<file path="src/rtl/seq_divider_if.sv">
// seq_divider_if: start/done handshake and operand/result bundle
// for the multi-cycle divider.
interface seq_divider_if #(
    parameter int WIDTH = 32
);
    logic             start;
    logic             signed_mode;
    logic [WIDTH-1:0] dividend;
    logic [WIDTH-1:0] divisor;
    logic             busy;
    logic             done;
    logic [WIDTH-1:0] quotient;
    logic [WIDTH-1:0] remainder;
    logic             div_by_zero;

    modport master (
        output start, signed_mode, dividend, divisor,
        input  busy, done, quotient, remainder, div_by_zero
    );

    modport slave (
        input  start, signed_mode, dividend, divisor,
        output busy, done, quotient, remainder, div_by_zero
    );
endinterface

</file>
<file path="src/rtl/seq_divider.sv">
// seq_divider: non-restoring divider, one quotient bit per clock,
// then one correction/sign-fix cycle. Signed, unsigned, div-by-zero.
module seq_divider #(
    parameter int WIDTH = 32
) (
    input  logic       clk,
    input  logic       reset,
    seq_divider_if.slave bus
);
    localparam logic [1:0] S_IDLE = 2'd0;
    localparam logic [1:0] S_RUN  = 2'd1;
    localparam logic [1:0] S_FIX  = 2'd2;

    localparam int CW = $clog2(WIDTH);
    localparam logic [CW-1:0] LAST = CW'(WIDTH - 1);

    logic [1:0]       state;
    logic [WIDTH:0]   acc;
    logic [WIDTH-1:0] qr;
    logic [WIDTH-1:0] mr;
    logic [CW-1:0]    cnt;
    logic             neg_q;
    logic             neg_r;
    logic             zflag;

    logic             busy_r;
    logic             done_r;
    logic             dz_r;
    logic [WIDTH-1:0] quo_r;
    logic [WIDTH-1:0] rem_r;

    logic             dvd_neg;
    logic             dvs_neg;
    logic [WIDTH-1:0] dvd_mag;
    logic [WIDTH-1:0] dvs_mag;
    logic [WIDTH:0]   shifted;
    logic [WIDTH:0]   acc_step;
    logic [WIDTH:0]   acc_fix;
    logic [WIDTH-1:0] quo_fin;
    logic [WIDTH-1:0] rem_fin;

    // Operand magnitudes, the next non-restoring step, and final sign fix.
    always_comb begin
        dvd_neg  = bus.signed_mode & bus.dividend[WIDTH-1];
        dvs_neg  = bus.signed_mode & bus.divisor[WIDTH-1];
        dvd_mag  = dvd_neg ? -bus.dividend : bus.dividend;
        dvs_mag  = dvs_neg ? -bus.divisor : bus.divisor;
        shifted  = {acc[WIDTH-1:0], qr[WIDTH-1]};
        acc_step = acc[WIDTH] ? shifted + {1'b0, mr}
                              : shifted - {1'b0, mr};
        acc_fix  = acc[WIDTH] ? acc + {1'b0, mr} : acc;
        quo_fin  = neg_q ? -qr : qr;
        rem_fin  = neg_r ? -acc_fix[WIDTH-1:0] : acc_fix[WIDTH-1:0];
    end

    // Control FSM and datapath registers; the zero path keeps the raw
    // dividend in qr so it can be returned as the remainder.
    always_ff @(posedge clk) begin
        if (reset) begin
            state  <= S_IDLE;
            acc    <= '0;
            qr     <= '0;
            mr     <= '0;
            cnt    <= '0;
            neg_q  <= 1'b0;
            neg_r  <= 1'b0;
            zflag  <= 1'b0;
            busy_r <= 1'b0;
            done_r <= 1'b0;
            dz_r   <= 1'b0;
            quo_r  <= '0;
            rem_r  <= '0;
        end else begin
            done_r <= 1'b0;
            unique case (state)
                S_IDLE: begin
                    if (bus.start) begin
                        neg_q  <= dvd_neg ^ dvs_neg;
                        neg_r  <= dvd_neg;
                        mr     <= dvs_mag;
                        acc    <= '0;
                        cnt    <= '0;
                        busy_r <= 1'b1;
                        if (bus.divisor == '0) begin
                            zflag <= 1'b1;
                            qr    <= bus.dividend;
                            state <= S_FIX;
                        end else begin
                            zflag <= 1'b0;
                            qr    <= dvd_mag;
                            state <= S_RUN;
                        end
                    end
                end
                S_RUN: begin
                    acc <= acc_step;
                    qr  <= {qr[WIDTH-2:0], ~acc_step[WIDTH]};
                    cnt <= cnt + 1'b1;
                    if (cnt == LAST) begin
                        state <= S_FIX;
                    end
                end
                S_FIX: begin
                    busy_r <= 1'b0;
                    done_r <= 1'b1;
                    dz_r   <= zflag;
                    if (zflag) begin
                        quo_r <= '1;
                        rem_r <= qr;
                    end else begin
                        quo_r <= quo_fin;
                        rem_r <= rem_fin;
                    end
                    state <= S_IDLE;
                end
                default: state <= S_IDLE;
            endcase
        end
    end

    assign bus.busy        = busy_r;
    assign bus.done        = done_r;
    assign bus.div_by_zero = dz_r;
    assign bus.quotient    = quo_r;
    assign bus.remainder   = rem_r;
endmodule

</file>
<file path="src/flat_wrapper.sv">
// flat-port wrapper written by rule: the top's interface ports become plain ports
module seq_divider_flat 
#(
    parameter int WIDTH = 32
)
  (clk, reset, bus_start, bus_signed_mode, bus_dividend, bus_divisor, bus_busy, bus_done, bus_quotient, bus_remainder, bus_div_by_zero);
  seq_divider_if #(.WIDTH(WIDTH)) bus_i ();
  input  logic clk;
  input  logic reset;
  input wire logic [$bits(bus_i.start)-1:0] bus_start;
  input wire logic [$bits(bus_i.signed_mode)-1:0] bus_signed_mode;
  input wire logic [$bits(bus_i.dividend)-1:0] bus_dividend;
  input wire logic [$bits(bus_i.divisor)-1:0] bus_divisor;
  output wire logic [$bits(bus_i.busy)-1:0] bus_busy;
  output wire logic [$bits(bus_i.done)-1:0] bus_done;
  output wire logic [$bits(bus_i.quotient)-1:0] bus_quotient;
  output wire logic [$bits(bus_i.remainder)-1:0] bus_remainder;
  output wire logic [$bits(bus_i.div_by_zero)-1:0] bus_div_by_zero;
  assign bus_i.start = bus_start;
  assign bus_i.signed_mode = bus_signed_mode;
  assign bus_i.dividend = bus_dividend;
  assign bus_i.divisor = bus_divisor;
  assign bus_busy = bus_i.busy;
  assign bus_done = bus_i.done;
  assign bus_quotient = bus_i.quotient;
  assign bus_remainder = bus_i.remainder;
  assign bus_div_by_zero = bus_i.div_by_zero;
  seq_divider #(.WIDTH(WIDTH)) u_core (.clk(clk), .reset(reset), .bus(bus_i));
endmodule
</file>
<file path="config.mk">
export PLATFORM = sky130hd
export DESIGN_NAME = seq_divider_flat
export DESIGN_NICKNAME = d
export VERILOG_FILES = /design/src/rtl/seq_divider_if.sv /design/src/rtl/seq_divider.sv /design/src/flat_wrapper.sv
export SDC_FILE = /design/constraint.sdc
export NUM_CORES = 1
export LEC_CHECK = 0
export CAP_MARGIN = 20
export CORE_MARGIN = 4
export CORE_UTILIZATION = 30
export DETAILED_ROUTE_END_ITERATION = 6
export DONT_BUFFER_PORTS = 1
export GPL_TIMING_DRIVEN = 0
export PLACE_DENSITY = 0.53
export SLEW_MARGIN = 10
export SYNTH_ARGS = -nofsm -noshare
export SYNTH_HDL_FRONTEND = slang
export SYNTH_SLANG_ARGS = --single-unit
export TNS_END_PERCENT = 5
</file>
<file path="constraint.sdc">
create_clock -name clk -period 10.35 [get_ports clk]
set_input_delay 2.07 -clock clk [delete_from_list [all_inputs] [get_ports clk]]
set_output_delay 2.07 -clock clk [all_outputs]
set_load 0.01 [all_outputs]
</file>
==> results of run 1 <==
-- routing by layer --
layer,routed length (µm),share of wire [%],vias to the layer above
li1,-,-,6741
met1,24730,45,6789
met2,24220,44,568
met3,4087,7.5,73
met4,1399,2.6,0
met5,0,0,-
-- power by group through the flow --
stage / sequential, mW / combinational [mW] / clock [mW]
3_5_place_dp: 0.862 / 1.51 / 0
2_1_floorplan: 0.796 / 1.16 / 0
3_3_place_gp: 0.861 / 1.49 / 0
4_1_cts: 0.846 / 1.52 / 0.668
5_1_grt: 0.857 / 1.69 / 0.696
6_report: 0.853 / 1.54 / 0.665
-- metrics by stage --
| step | instance area, µm² | std cells | setup slack, ps |
|---|---|---|---|
| after floorplan | 13770 | 1819 | 4873 |
| after global placement | 14520 | 2419 | 2032 |
| after detailed placement | 14540 | 2420 | 2071 |
| after CTS | 15130 | 2452 | 2005 |
| after global routing | 15140 | 2453 | 1354 |
| final | 15140 | 2453 | 1812 |
-- worst min path at each step --
stage                                from                          to  slack, ps  cells after the start
2_1_floorplan  u_core.qr[29]$_SDFFE_PP0P_  u_core.qr[29]$_SDFFE_PP0P_        440                      2
3_3_place_gp   u_core.qr[29]$_SDFFE_PP0P_  u_core.qr[29]$_SDFFE_PP0P_        460                      2
3_5_place_dp   u_core.qr[29]$_SDFFE_PP0P_  u_core.qr[29]$_SDFFE_PP0P_        460                      2
4_1_cts        u_core.qr[29]$_SDFFE_PP0P_  u_core.qr[29]$_SDFFE_PP0P_        470                      2
5_1_grt        u_core.qr[29]$_SDFFE_PP0P_  u_core.qr[29]$_SDFFE_PP0P_        500                      2
6_report       u_core.qr[29]$_SDFFE_PP0P_  u_core.qr[29]$_SDFFE_PP0P_        470                      2
-- flip-flops by register name (all words and copies together) (netlist names) --
signal                  cells
u_core.mr                  32
u_core.bus.busy             1
u_core.acc                 33
u_core.bus.remainder       32
u_core.neg_q                1
u_core.zflag                1
u_core.cnt                  5
u_core.bus.div_by_zero      1
u_core.bus.done             1
u_core.bus.quotient        32
u_core.qr                  32
u_core.state                2
u_core.neg_r                1
-- synthesized netlist by cell type (7+ instances only) --
cell type,number,area (µm²)
inv_1,61,229.0
a22o_1,7,61.31
o31ai_1,28,210.2
o21a_1,15,112.6
o221ai_1,25,219.0
and3_1,14,87.58
dfxtp_1,174,3483
xor2_1,65,569.3
a211oi_1,73,548.0
nor2b_1,13,81.33
o22ai_1,12,75.07
nand2b_1,12,75.07
ha_1,70,875.8
a21o_1,30,225.2
o41ai_1,13,113.9
o21bai_1,11,82.58
mux2i_1,14,140.1
clkbuf_1,86,322.8
buf_1,13,48.80
a21oi_1,147,735.7
a311oi_1,9,78.83
o21ai_0,88,440.4
o211ai_1,15,112.6
xnor2_1,112,980.9
nand2_1,155,581.8
or3_1,24,150.1
nor4_1,12,75.07
a211o_1,8,70.07
nand3_1,30,150.1
o21ai_1,7,35.03
or4_1,12,90.09
a22oi_1,25,187.7
and2_1,8,50.05
nor3_1,55,275.3
nor2_1,215,807.0
a31oi_1,20,125.1
or2_2,12,75.07
nand4_1,19,118.9
-- area by class of cell --
type | count | area [µm²]
fillers | 4854 | 30240
clock inverters | 15 | 173.9
repair buffers | 2 | 10.01
clock buffers | 17 | 425.4
plain buffers | 110 | 460.4
flip-flops and latches | 174 | 3483
well taps | 600 | 750.7
inverters | 62 | 232.7
multi-input cells | 1473 | 9603
-- cells in the final DEF, fill, tap and decap left out, types with 13 or more instances in the layout --
cell	count
a22oi_1	25
nand2_1	155
nand4_1	19
a21o_1	30
buf_1	13
nor2_1	215
a211oi_1	73
xnor2_1	112
mux2i_1	14
nand3_1	30
clkbuf_1	86
a21oi_1	147
o41ai_1	13
and3_1	14
nor2b_1	13
o31ai_1	28
inv_1	61
or3_1	24
a31oi_1	20
o21a_1	15
o221ai_1	25
ha_1	70
o21ai_0	88
xor2_1	65
dfxtp_1	174
clkbuf_16	17
nor3_1	55
o211ai_1	15
-- critical path, cell delays in order (launching register included) --
cell and delay (ps):
dfxtp_1 420, buf_1 430, clkbuf_1 500, clkbuf_1 530, buf_1 530, clkbuf_1 640
clkbuf_1 630, buf_1 540, nor2_1 130, xor2_1 170, ha_1 320, o21ai_0 180
a21oi_1 110, o311ai_0 910, a311oi_1 370, a2111oi_0 520, nor2_1 150, a211o_1 340
a211oi_1 340, xor2_1 350, o22ai_1 110, nor2b_1 160
-- kinds of logic (layout without fill, tap and decap cells) --
family,Yosys count,after routing,synth area share (%)
AOI/OAI and AO/OA,591,591,29.13
buffers and inverters,172,206,5.033
DFF,174,174,25.29
xor gates and xnor gates,177,177,11.26
and+or+nand+nor,617,617,21.46
adders and majority gates,72,72,6.650
muxes,16,16,1.181
==> impl_metrics.json, run 1 <==
{
  "status": "completed",
  "syn-num-nets": 1959,
  "critPathLaunchType": "register",
  "cts_setup_buffers": 0,
  "wl_mm": 54.44,
  "p_leak_nw": 5.449,
  "pwr-share-comb_pct": 50.3,
  "post_cts_resized": 0,
  "path_clk_slew_ps": 80,
  "synth_cell_types": 89,
  "cp-end-kind": "register",
  "detail-route-antenna-nets": 0,
  "first_pass_iters": 6,
  "hold_buffers": 0,
  "diodes": 0,
  "clock-root-buffer": "clkbuf_16",
  "grt_pass1_vias": 13042,
  "slew_viol_final": 0,
  "dpl.hpwl_mm": 44.33,
  "die-area_um2": 49400,
  "async_flop_share_pct": 0,
  "crit_start": "u_core.acc[32]$_SDFFE_PP0P_",
  "finalSetupViolCount": 0,
  "holdWs_ps": 474.5,
  "cts_inserted_buffers": 17,
  "drv_cap": 0,
  "arrival_ps": 8860,
  "drc_errors": 0,
  "cts.sinks": 174,
  "relSlewSlack_pct": 28.84,
  "ys_seq_area_share_pct": 25.29,
  "ff2ff_path_depth": 21,
  "hold_violations": 0,
  "r2r_end": "u_core.acc[32]$_SDFFE_PP0P_",
  "core_um2": 45380,
  "crit_type": "reg -> reg",
  "nets": 1980,
  "clock_skew_ps": 13.59,
  "grt_pass1_wl_mm": 81.14,
  "io-pin-count": 135,
  "die_w_um": 222.3,
  "post-route-min-period_ps": 8538,
  "netlist_area_um2": 13770,
  "p_sw_share_pct": 45.85,
  "grt_max_degree": 20,
  "ir_worst_vdd_uv": 148.0,
  "htree_levels": 4,
  "syn_area_per_cell_um2": 7.572,
  "grt-ovfl-total": 0,
  "internal-power_mw": 1.654,
  "drt-initial-drc-count": 1342,
  "grt.total_usage_pct": 21.05,
  "worst_r2r_startpoint": "u_core.acc[32]$_SDFFE_PP0P_",
  "rsz0062_at_grt": "false",
  "global_route.usage.met2_pct": 32.88,
  "cts_tree": "built",
  "viasPerCell": 5.777,
  "fin_setup_tns_ps": 0,
  "finalPower_mw": 3.054,
  "tightest_slew_ps": 1059,
  "min-delay-path-class": "reg -> reg",
  "power.switching_mw": 1.400,
  "path_max_fanout": 10,
  "clk_latency_ps": 470,
  "area_growth_pct": 9.920,
  "layout_worst_path_cycle_share_pct": 82.49,
  "post_drt_wl_per_cell_um": 22.19,
  "drive_above_1_share_pct": 5.019,
  "seqPwrFrac_pct": 27.9,
  "p_per_area_nw_per_um2": 201.7,
  "port-buffer-count": 0,
  "synth_cells": 1819,
  "start_util_pct": 30.35,
  "top_usage_layer": "met2",
  "regToRegSetupSlack_ps": 1810,
  "required_ps": 10680,
  "antenna_found_initial": 0,
  "fmax_ghz": 0.1171,
  "synth_warnings": 0,
  "ys_seq_elements": 174,
  "die_height_um": 222.3,
  "worstSetupEndpoint": "u_core.acc[32]$_SDFFE_PP0P_",
  "final_util_pct": 33.36,
  "pwr-share-clk_pct": 21.8,
  "gp_congestion": 0.9173,
  "met3_usage_pct": 3.897,
  "rows": 78,
  "num_vias": 14171,
  "synth_edf_count": 0,
  "cts_buffer_depth": 2,
  "ys.flop_type": "dfxtp_1",
  "grt_use_met1_pct": 29.78
}
Note: power is estimated with default switching activity, not from simulation.
==> run 2, diff against run 1 <==
Settings changed: PLACE_DENSITY 0.53 to 0.54.
Clock period 10.35 ns to 7.7 ns, I/O delays scaled along.
==> impl_metrics.json, run 2 (synthesis results as in run 1) <==
{
  "status": "finished, violations left",
  "violations": "design-rule violations",
  "required_ps": 8010,
  "slew_viol_final": 0,
  "drt-initial-drc-count": 1475,
  "place_area_um2": 14540,
  "fin_setup_tns_ps": 0,
  "arrival_ps": 7550,
  "crit_type": "reg -> reg",
  "post-route-min-period_ps": 7249,
  "min-delay-path-class": "reg -> reg",
  "layout_common_cells": "215 x nor2_1, 174 x dfxtp_1, 155 x nand2_1",
  "cts_inserted_buffers": 17,
  "pwr-share-comb_pct": 50.0,
  "cts_buffer_depth": 2,
  "rsz0062_at_grt": "false",
  "die_height_um": 222.3,
  "wl_mm": 54.23,
  "grt-ovfl-total": 0,
  "finish.instance_area_um2": 15170,
  "nets": 1981,
  "grt_max_degree": 19,
  "grt_pass1_wl_mm": 81.09,
  "grt.total_usage_pct": 21.02,
  "cts.sinks": 174,
  "diodes": 0,
  "seqPwrFrac_pct": 27.9,
  "met3_usage_pct": 4.888,
  "global_route.usage.met2_pct": 33.27,
  "antenna_found_initial": 0,
  "p_sw_share_pct": 45.18,
  "fillCellCount": 4886,
  "io-pin-count": 135,
  "hold_violations": 0,
  "port-buffer-count": 0,
  "cts_tree": "built",
  "finalSetupViolCount": 0,
  "htree_levels": 4,
  "p_per_area_nw_per_um2": 272.0,
  "drv_cap": 0,
  "top_usage_layer": "met2",
  "clk_latency_ps": 460,
  "post_drt_wl_per_cell_um": 22.10,
  "die-area_um2": 49400,
  "drc_errors": 3,
  "grt_use_met1_pct": 28.53,
  "critPathLaunchType": "register",
  "pwr-share-clk_pct": 22.1,
  "start_util_pct": 30.35,
  "dp_slack_ps": -526.1,
  "dpl.hpwl_mm": 44.08,
  "fmax_ghz": 0.1379,
  "tightest_slew_ps": 1039,
  "final_common_cell": "nor2_1",
  "num_vias": 14138,
  "detail-route-antenna-nets": 0,
  "gp_congestion": 0.9355,
  "path_max_fanout": 10,
  "grt_pass1_vias": 13255,
  "hold_buffers": 0,
  "area_growth_pct": 10.13,
  "cp-end-kind": "register",
  "top_register": "u_core.acc",
  "rows": 78,
  "layout_worst_path_cycle_share_pct": 94.15,
  "setup_ws_ps": 450.7,
  "viasPerCell": 5.761,
  "final_util_pct": 33.42,
  "p_leak_nw": 5.466,
  "largest_reg_flops": 33,
  "power.switching_mw": 1.864,
  "ir_worst_vdd_uv": 176.4,
  "clock_skew_ps": 19.04,
  "relSlewSlack_pct": 30.17,
  "internal-power_mw": 2.262,
  "cts_setup_buffers": 0,
  "clock-root-buffer": "clkbuf_16",
  "first_pass_iters": 7,
  "die_w_um": 222.3,
  "drive_above_1_share_pct": 5.232,
  "core_um2": 45380,
  "path_clk_slew_ps": 70
}
==> run 2: cell count changes in the layout (fill, tap and decap cells not counted), sizes merged <==
| cell | before | now |
|---|---|---|
| clkbuf | 106 | 109 |
| buf | 22 | 20 |
| clkdlybuf4s18 | 0 | 1 |
| bufinv | 0 | 1 |
| clkinv | 9 | 6 |
| clkinvlp | 1 | 2 |
==> run 2: final cells by class <==
type,instances,area (µm²),area share [%]
repair buffers,3,18.77,0.1237
inverters,62,232.7,1.534
well taps,600,750.7,4.949
clock buffers,18,439.2,2.895
plain buffers,110,465.4,3.069
clock inverters,14,173.9,1.147
multi-input cells,1473,9604,63.32
flip-flops and latches,174,3483,22.96
==> run 2: worst paths after layout <==
check                                                  from                     endpoint  slack (ps)  cells after the start
worst max register to register  u_core.acc[32]$_SDFFE_PP0P_  u_core.acc[32]$_SDFFE_PP0P_         450                     20
worst min register to register   u_core.qr[29]$_SDFFE_PP0P_   u_core.qr[29]$_SDFFE_PP0P_         480                      2
worst max-delay path            u_core.acc[32]$_SDFFE_PP0P_  u_core.acc[32]$_SDFFE_PP0P_         450                     20
worst min-delay path             u_core.qr[29]$_SDFFE_PP0P_   u_core.qr[29]$_SDFFE_PP0P_         480                      2
==> run 2: through the flow <==
step | hold WS, ps | instances | total power [mW]
after floorplan | 445.0 | 1819 | 2.632
after global placement | 458.7 | 2419 | 3.157
after detailed placement | 469.2 | 2421 | 3.183
after CTS | 478.8 | 2453 | 4.098
after global routing | 500.0 | 2454 | 4.389
final | 479.8 | 2454 | 4.125
==> run 2: critical path, cell delays in order (launching register included) <==
cell and delay (ps):
dfxtp_1 420, buf_1 460, clkbuf_1 500, clkbuf_1 500
clkbuf_2 360, clkbuf_2 340, clkbuf_2 400, clkbuf_2 360
nor2_1 100, xor2_1 150, ha_1 340, and3_1 260
a221oi_1 680, a311oi_1 310, a2111oi_0 510, nor2_1 150
a211o_1 330, a211oi_1 300, xor2_1 340, o22ai_1 100
nor2b_1 160
==> run 2: power groups by stage <==
| stage | registers (mW) | logic (mW) | clock network [mW] |
|---|---|---|---|
| floorplan | 1.07 | 1.56 | 0 |
| global placement | 1.16 | 2.00 | 0 |
| detailed placement | 1.16 | 2.02 | 0 |
| CTS | 1.14 | 2.04 | 0.924 |
| global route | 1.15 | 2.27 | 0.961 |
| finish | 1.15 | 2.06 | 0.912 |
==> run 2: metal layers <==
| metal | vias up | wire (µm) |
|---|---|---|
| li1 | 6741 | - |
| met1 | 6775 | 23780 |
| met2 | 536 | 24250 |
| met3 | 86 | 4560 |
| met4 | 0 | 1632 |
| met5 | - | 0 |
==> run 2: timing repair <==
item | CTS | global route
setup endpoints to repair | 3 | 2
resized for setup | 3 | 3
cloned | 0 | 0
==> RTL change 1, RTL diff (flow settings as in run 2) <==
`WIDTH` is set to 32 in 3 places; all go to 16.
--- a/src/rtl/seq_divider_if.sv
+++ b/src/rtl/seq_divider_if.sv
@@ -1,7 +1,7 @@
 // seq_divider_if: start/done handshake and operand/result bundle
 // for the multi-cycle divider.
 interface seq_divider_if #(
-    parameter int WIDTH = 32
+    parameter int WIDTH = 16
 );
     logic             start;
     logic             signed_mode;
--- a/src/rtl/seq_divider.sv
+++ b/src/rtl/seq_divider.sv
@@ -1,7 +1,7 @@
 // seq_divider: non-restoring divider, one quotient bit per clock,
 // then one correction/sign-fix cycle. Signed, unsigned, div-by-zero.
 module seq_divider #(
-    parameter int WIDTH = 32
+    parameter int WIDTH = 16
 ) (
     input  logic       clk,
     input  logic       reset,
--- a/src/flat_wrapper.sv
+++ b/src/flat_wrapper.sv
@@ -1,7 +1,7 @@
 // flat-port wrapper written by rule: the top's interface ports become plain ports
 module seq_divider_flat 
 #(
-    parameter int WIDTH = 32
+    parameter int WIDTH = 16
 )
   (clk, reset, bus_start, bus_signed_mode, bus_dividend, bus_divisor, bus_busy, bus_done, bus_quotient, bus_remainder, bus_div_by_zero);
   seq_divider_if #(.WIDTH(WIDTH)) bus_i ();
Ports: changed (resized bus_dividend, bus_divisor, bus_quotient and bus_remainder); port bits go from 135 to 71. No check against the original RTL was run, so the function may have changed too.
==> RTL change 1 against run 2 <==
Worst setup slack improved by 1.3 ns; count of clock-buffer cells in the layout is 9 lower; fmax is 22% higher; sequential cell count decreased by 81; synthesized cell count shrank 52%; non-clock buffer count down 65; cell area shrank 51%; via count down 54%; power down 57%; area after synthesis shrank 51%; routed wire length fell by 60%.
==> RTL change 1: results <==
[clock_tree]
cts_repair_resize_count = 0
cts_buffers = 9
h-tree-depth = 3
insertion_delay_ns = 0.35

[synthesis]
seq_area_frac_synth_pct = 27.4
synth_common_cells = 104 x nor2_1, 93 x dfxtp_1, 82 x nand2_1
synthDistinctLibCells = 70
yosys-top-cells-area = dfxtp_1 27%, ha_1 6.8%, xor2_1 6.6%, a21oi_1 6.0%, nor2_1 5.7%

[grt]
grtUsageMet3_pct = 2.88
use_met1_pct = 25.3
track_usage_pct = 17.2
grt_use_met2_pct = 26.2
grt_max_degree = 17

[timing]
fin_skew_ns = 0.0126
whs_ns = 0.509

[critical_path]
timing.rr.start = u_core.acc[16]
arrival_ns = 6.20
ff2ff_path_depth = 16
timing.rr.end = u_core.qr[0]

[min_path]
hold_path_end = u_core.cnt[3]

[layout]
final_nets = 968

[route]
vias = 6528
route.met3.wl_um = 1360
routed_wl_um = 21800
wl_met2_um = 9420
dr.pass1.iters = 5

[place]
place.gp.congestion = 0.895
placed_cell_area_um2 = 7150

[status]
status = finished, final reports clean
## RTL change 1: cell count changes after synthesis, moves of 22 or more
cell / run 2 / this run
a211oi_1: 73 / 30
inv_1: 61 / 23
a21oi_1: 147 / 81
nor3_1: 55 / 25
o21ai_0: 88 / 57
dfxtp_1: 174 / 93
o31ai_1: 28 / 6
ha_1: 70 / 37
clkbuf_1: 86 / 44
xnor2_1: 112 / 32
nand2_1: 155 / 82
nor2_1: 215 / 104
## RTL change 1: where the power goes
group	switching, mW	total [mW]	leakage (nW)	internal, mW
Sequential	0.0734	0.596	0.760	0.522
Combinational	0.421	0.705	1.93	0.284
Clock	0.205	0.459	0.136	0.254
## RTL change 1: final cells by class
cell class	instances	area, um^2
flip-flops and latches	93	1860
fillers	2407	14600
clock buffers	9	225
plain buffers	48	183
clock inverters	6	72.6
inverters	23	86.3
well taps	280	350
multi-input cells	718	4670
## RTL change 1: worst max-delay path by stage
stage	cells after the start	end	slack, ns	from
after floorplan	16	u_core.qr[0]	3.51	u_core.acc[16]
after global placement	16	u_core.qr[0]	1.75	u_core.acc[16]
after detailed placement	16	u_core.qr[0]	1.80	u_core.acc[16]
after CTS	16	u_core.qr[0]	1.78	u_core.acc[16]
after global routing	16	u_core.qr[0]	1.34	u_core.acc[16]
final	16	u_core.qr[0]	1.76	u_core.acc[16]
## RTL change 1: critical path, cell delays in order, from the launching register on
cell and delay [ns]:
dfxtp_1 0.31, clkbuf_1 0.29, clkbuf_1 0.47, buf_1 0.56, buf_1 0.64, clkbuf_1 0.40
nor2_1 0.11, xor2_1 0.16, ha_1 0.33, nor2b_1 0.15, o21a_1 0.18, o21ai_0 0.45
a2111oi_0 0.33, o41ai_1 0.58, mux2i_1 0.41, o21ai_0 0.21, a221oi_1 0.28
==> RTL change 2, RTL diff (settings of run 2) <==
Without the edit above. Reset style: asynchronous (`reset`), changed in one clocked block.
--- a/src/rtl/seq_divider.sv
+++ b/src/rtl/seq_divider.sv
@@ -55,7 +55,7 @@
 
     // Control FSM and datapath registers; the zero path keeps the raw
     // dividend in qr so it can be returned as the remainder.
-    always_ff @(posedge clk) begin
+    always_ff @(posedge clk or posedge reset) begin
         if (reset) begin
             state  <= S_IDLE;
             acc    <= '0;
Check against the original RTL: differs if reset is asserted again (counterexample within 4 cycles, from zero or initial values and one cycle with reset high); with reset held inactive, the same outputs for 10 cycles.
==> RTL change 2 against run 2 <==
Worst hold slack improved by 0.022 ns; global-route usage fell by 2.7 points; area after synthesis fell by 1.1%; worst setup slack improved by 0.50 ns; sequential cell count did not move; final cell count fell by 5.6%; count of clock-buffer cells in the layout fell by 1; routed wire length fell by 16%; cell area fell by 0.97%.
Power is left out: the tool's default activity adds up to more than one toggle a clock period on the data nets, which glitch-free logic cannot reach.
==> RTL change 2: results <==
[timing]
fin_skew_ns = 0.0139
slew_headroom_pct = 20.7
whs_ns = 0.501

[grt]
antenna_found_initial = 1
grt_use_met2_pct = 29.0
grt_pass1_vias = 12000
track_usage_pct = 18.3
grt_pass1_wl_um = 71300
grtUsageMet3_pct = 3.86
grt_max_degree = 99

[synthesis]
synth.avg_cell_area_um2 = 8.06
synth_common_cells = 218 x nand2_1, 183 x o21ai_0, 174 x dfrtp_1
async_flop_share_pct = 100
syn-num-nets = 1830
synthDistinctLibCells = 80
yosys-top-cells-area = dfrtp_1 32%, o21ai_0 6.7%, xnor2_1 6.6%, ha_1 6.4%, nand2_1 6.0%
synth_ff_type = dfrtp_1

[route]
wl_per_cell_um = 19.7
dr.pass1.iters = 6
drt-met1-wl_um = 21900
drt-initial-drc-count = 1239
vias = 12500
route.met3.wl_um = 2930
wl_met2_um = 20200
avgViaCountPerCell = 5.41

[place]
placed_cells = 2284
place.gp.congestion = 0.945
dpl_worst_slack_ns = -0.131
dp_hpwl_um = 36300
placed_cell_area_um2 = 14400

[critical_path]
arrival_ns = 7.05
cp_slowest_stage_delay_ns = 0.61
cp_max_fo = 19
timing.rr.start = u_core.acc[32]
slowest_stage = o311ai_1
r2r_slack_ns = 0.95

[min_path]
hold_depth = 1
min-delay-start = u_core.cnt[3]
hold_path_end = u_core.cnt[3]

[layout]
nFillCells = 4747
final_layout_size_suffix_gt1_share_pct = 3.71

[status]
status = finished, final reports clean
## RTL change 2: cell type report
class	count	area, um^2	share of cell area, %
inverters	51	199	1.32
repair buffers	3	50.0	0.333
clock buffers	17	425	2.83
flip-flops and latches	174	4350	29.0
clock inverters	15	171	1.14
plain buffers	88	343	2.28
multi-input cells	1376	8740	58.2
well taps	592	741	4.93
## RTL change 2: worst max-delay path, delay by kind of cell (launching register included)
kind	cells	cell delay [ns]
flops	1	0.49
compound gates	10	2.62
mux	1	0.24
buf+inv	6	2.23
fa+ha+maj	1	0.41
simple gates	1	0.15
xor+xnor	1	0.41
## RTL change 2: kinds of logic (layout without fill, tap and decap cells)
| group | Yosys count | in the layout | synth area share [%] |
|---|---|---|---|
| AO/OA/AOI/OAI | 569 | 569 | 25.7 |
| XOR/XNOR | 193 | 193 | 12.4 |
| adder cells (fa/ha/maj) | 72 | 72 | 6.72 |
| buffers and inverters | 140 | 174 | 3.87 |
| flip-flops | 174 | 174 | 32.0 |
| multiplexers | 21 | 21 | 1.62 |
| AND/OR/NAND/NOR | 521 | 521 | 17.7 |
## RTL change 2: worst max-delay path by stage
stage | start | slack (ns) | cells after the start | end
after detailed placement | u_core.acc[32] | -0.13 | 20 | u_core.qr[0]
after CTS | u_core.acc[32] | 0.09 | 21 | u_core.qr[0]
final | u_core.acc[32] | 0.95 | 20 | u_core.qr[0]
after floorplan | reset | 1.44 | 1 | u_core.acc[0]
after global routing | u_core.acc[32] | 0.22 | 20 | u_core.qr[0]
after global placement | reset | -0.69 | 1 | u_core.mr[24]
## RTL change 2: what timing repair did
action,CTS,global route
resized for setup,3,4
cloned,0,0
endpoints found under the setup margin,2,3
setup buffers,0,0
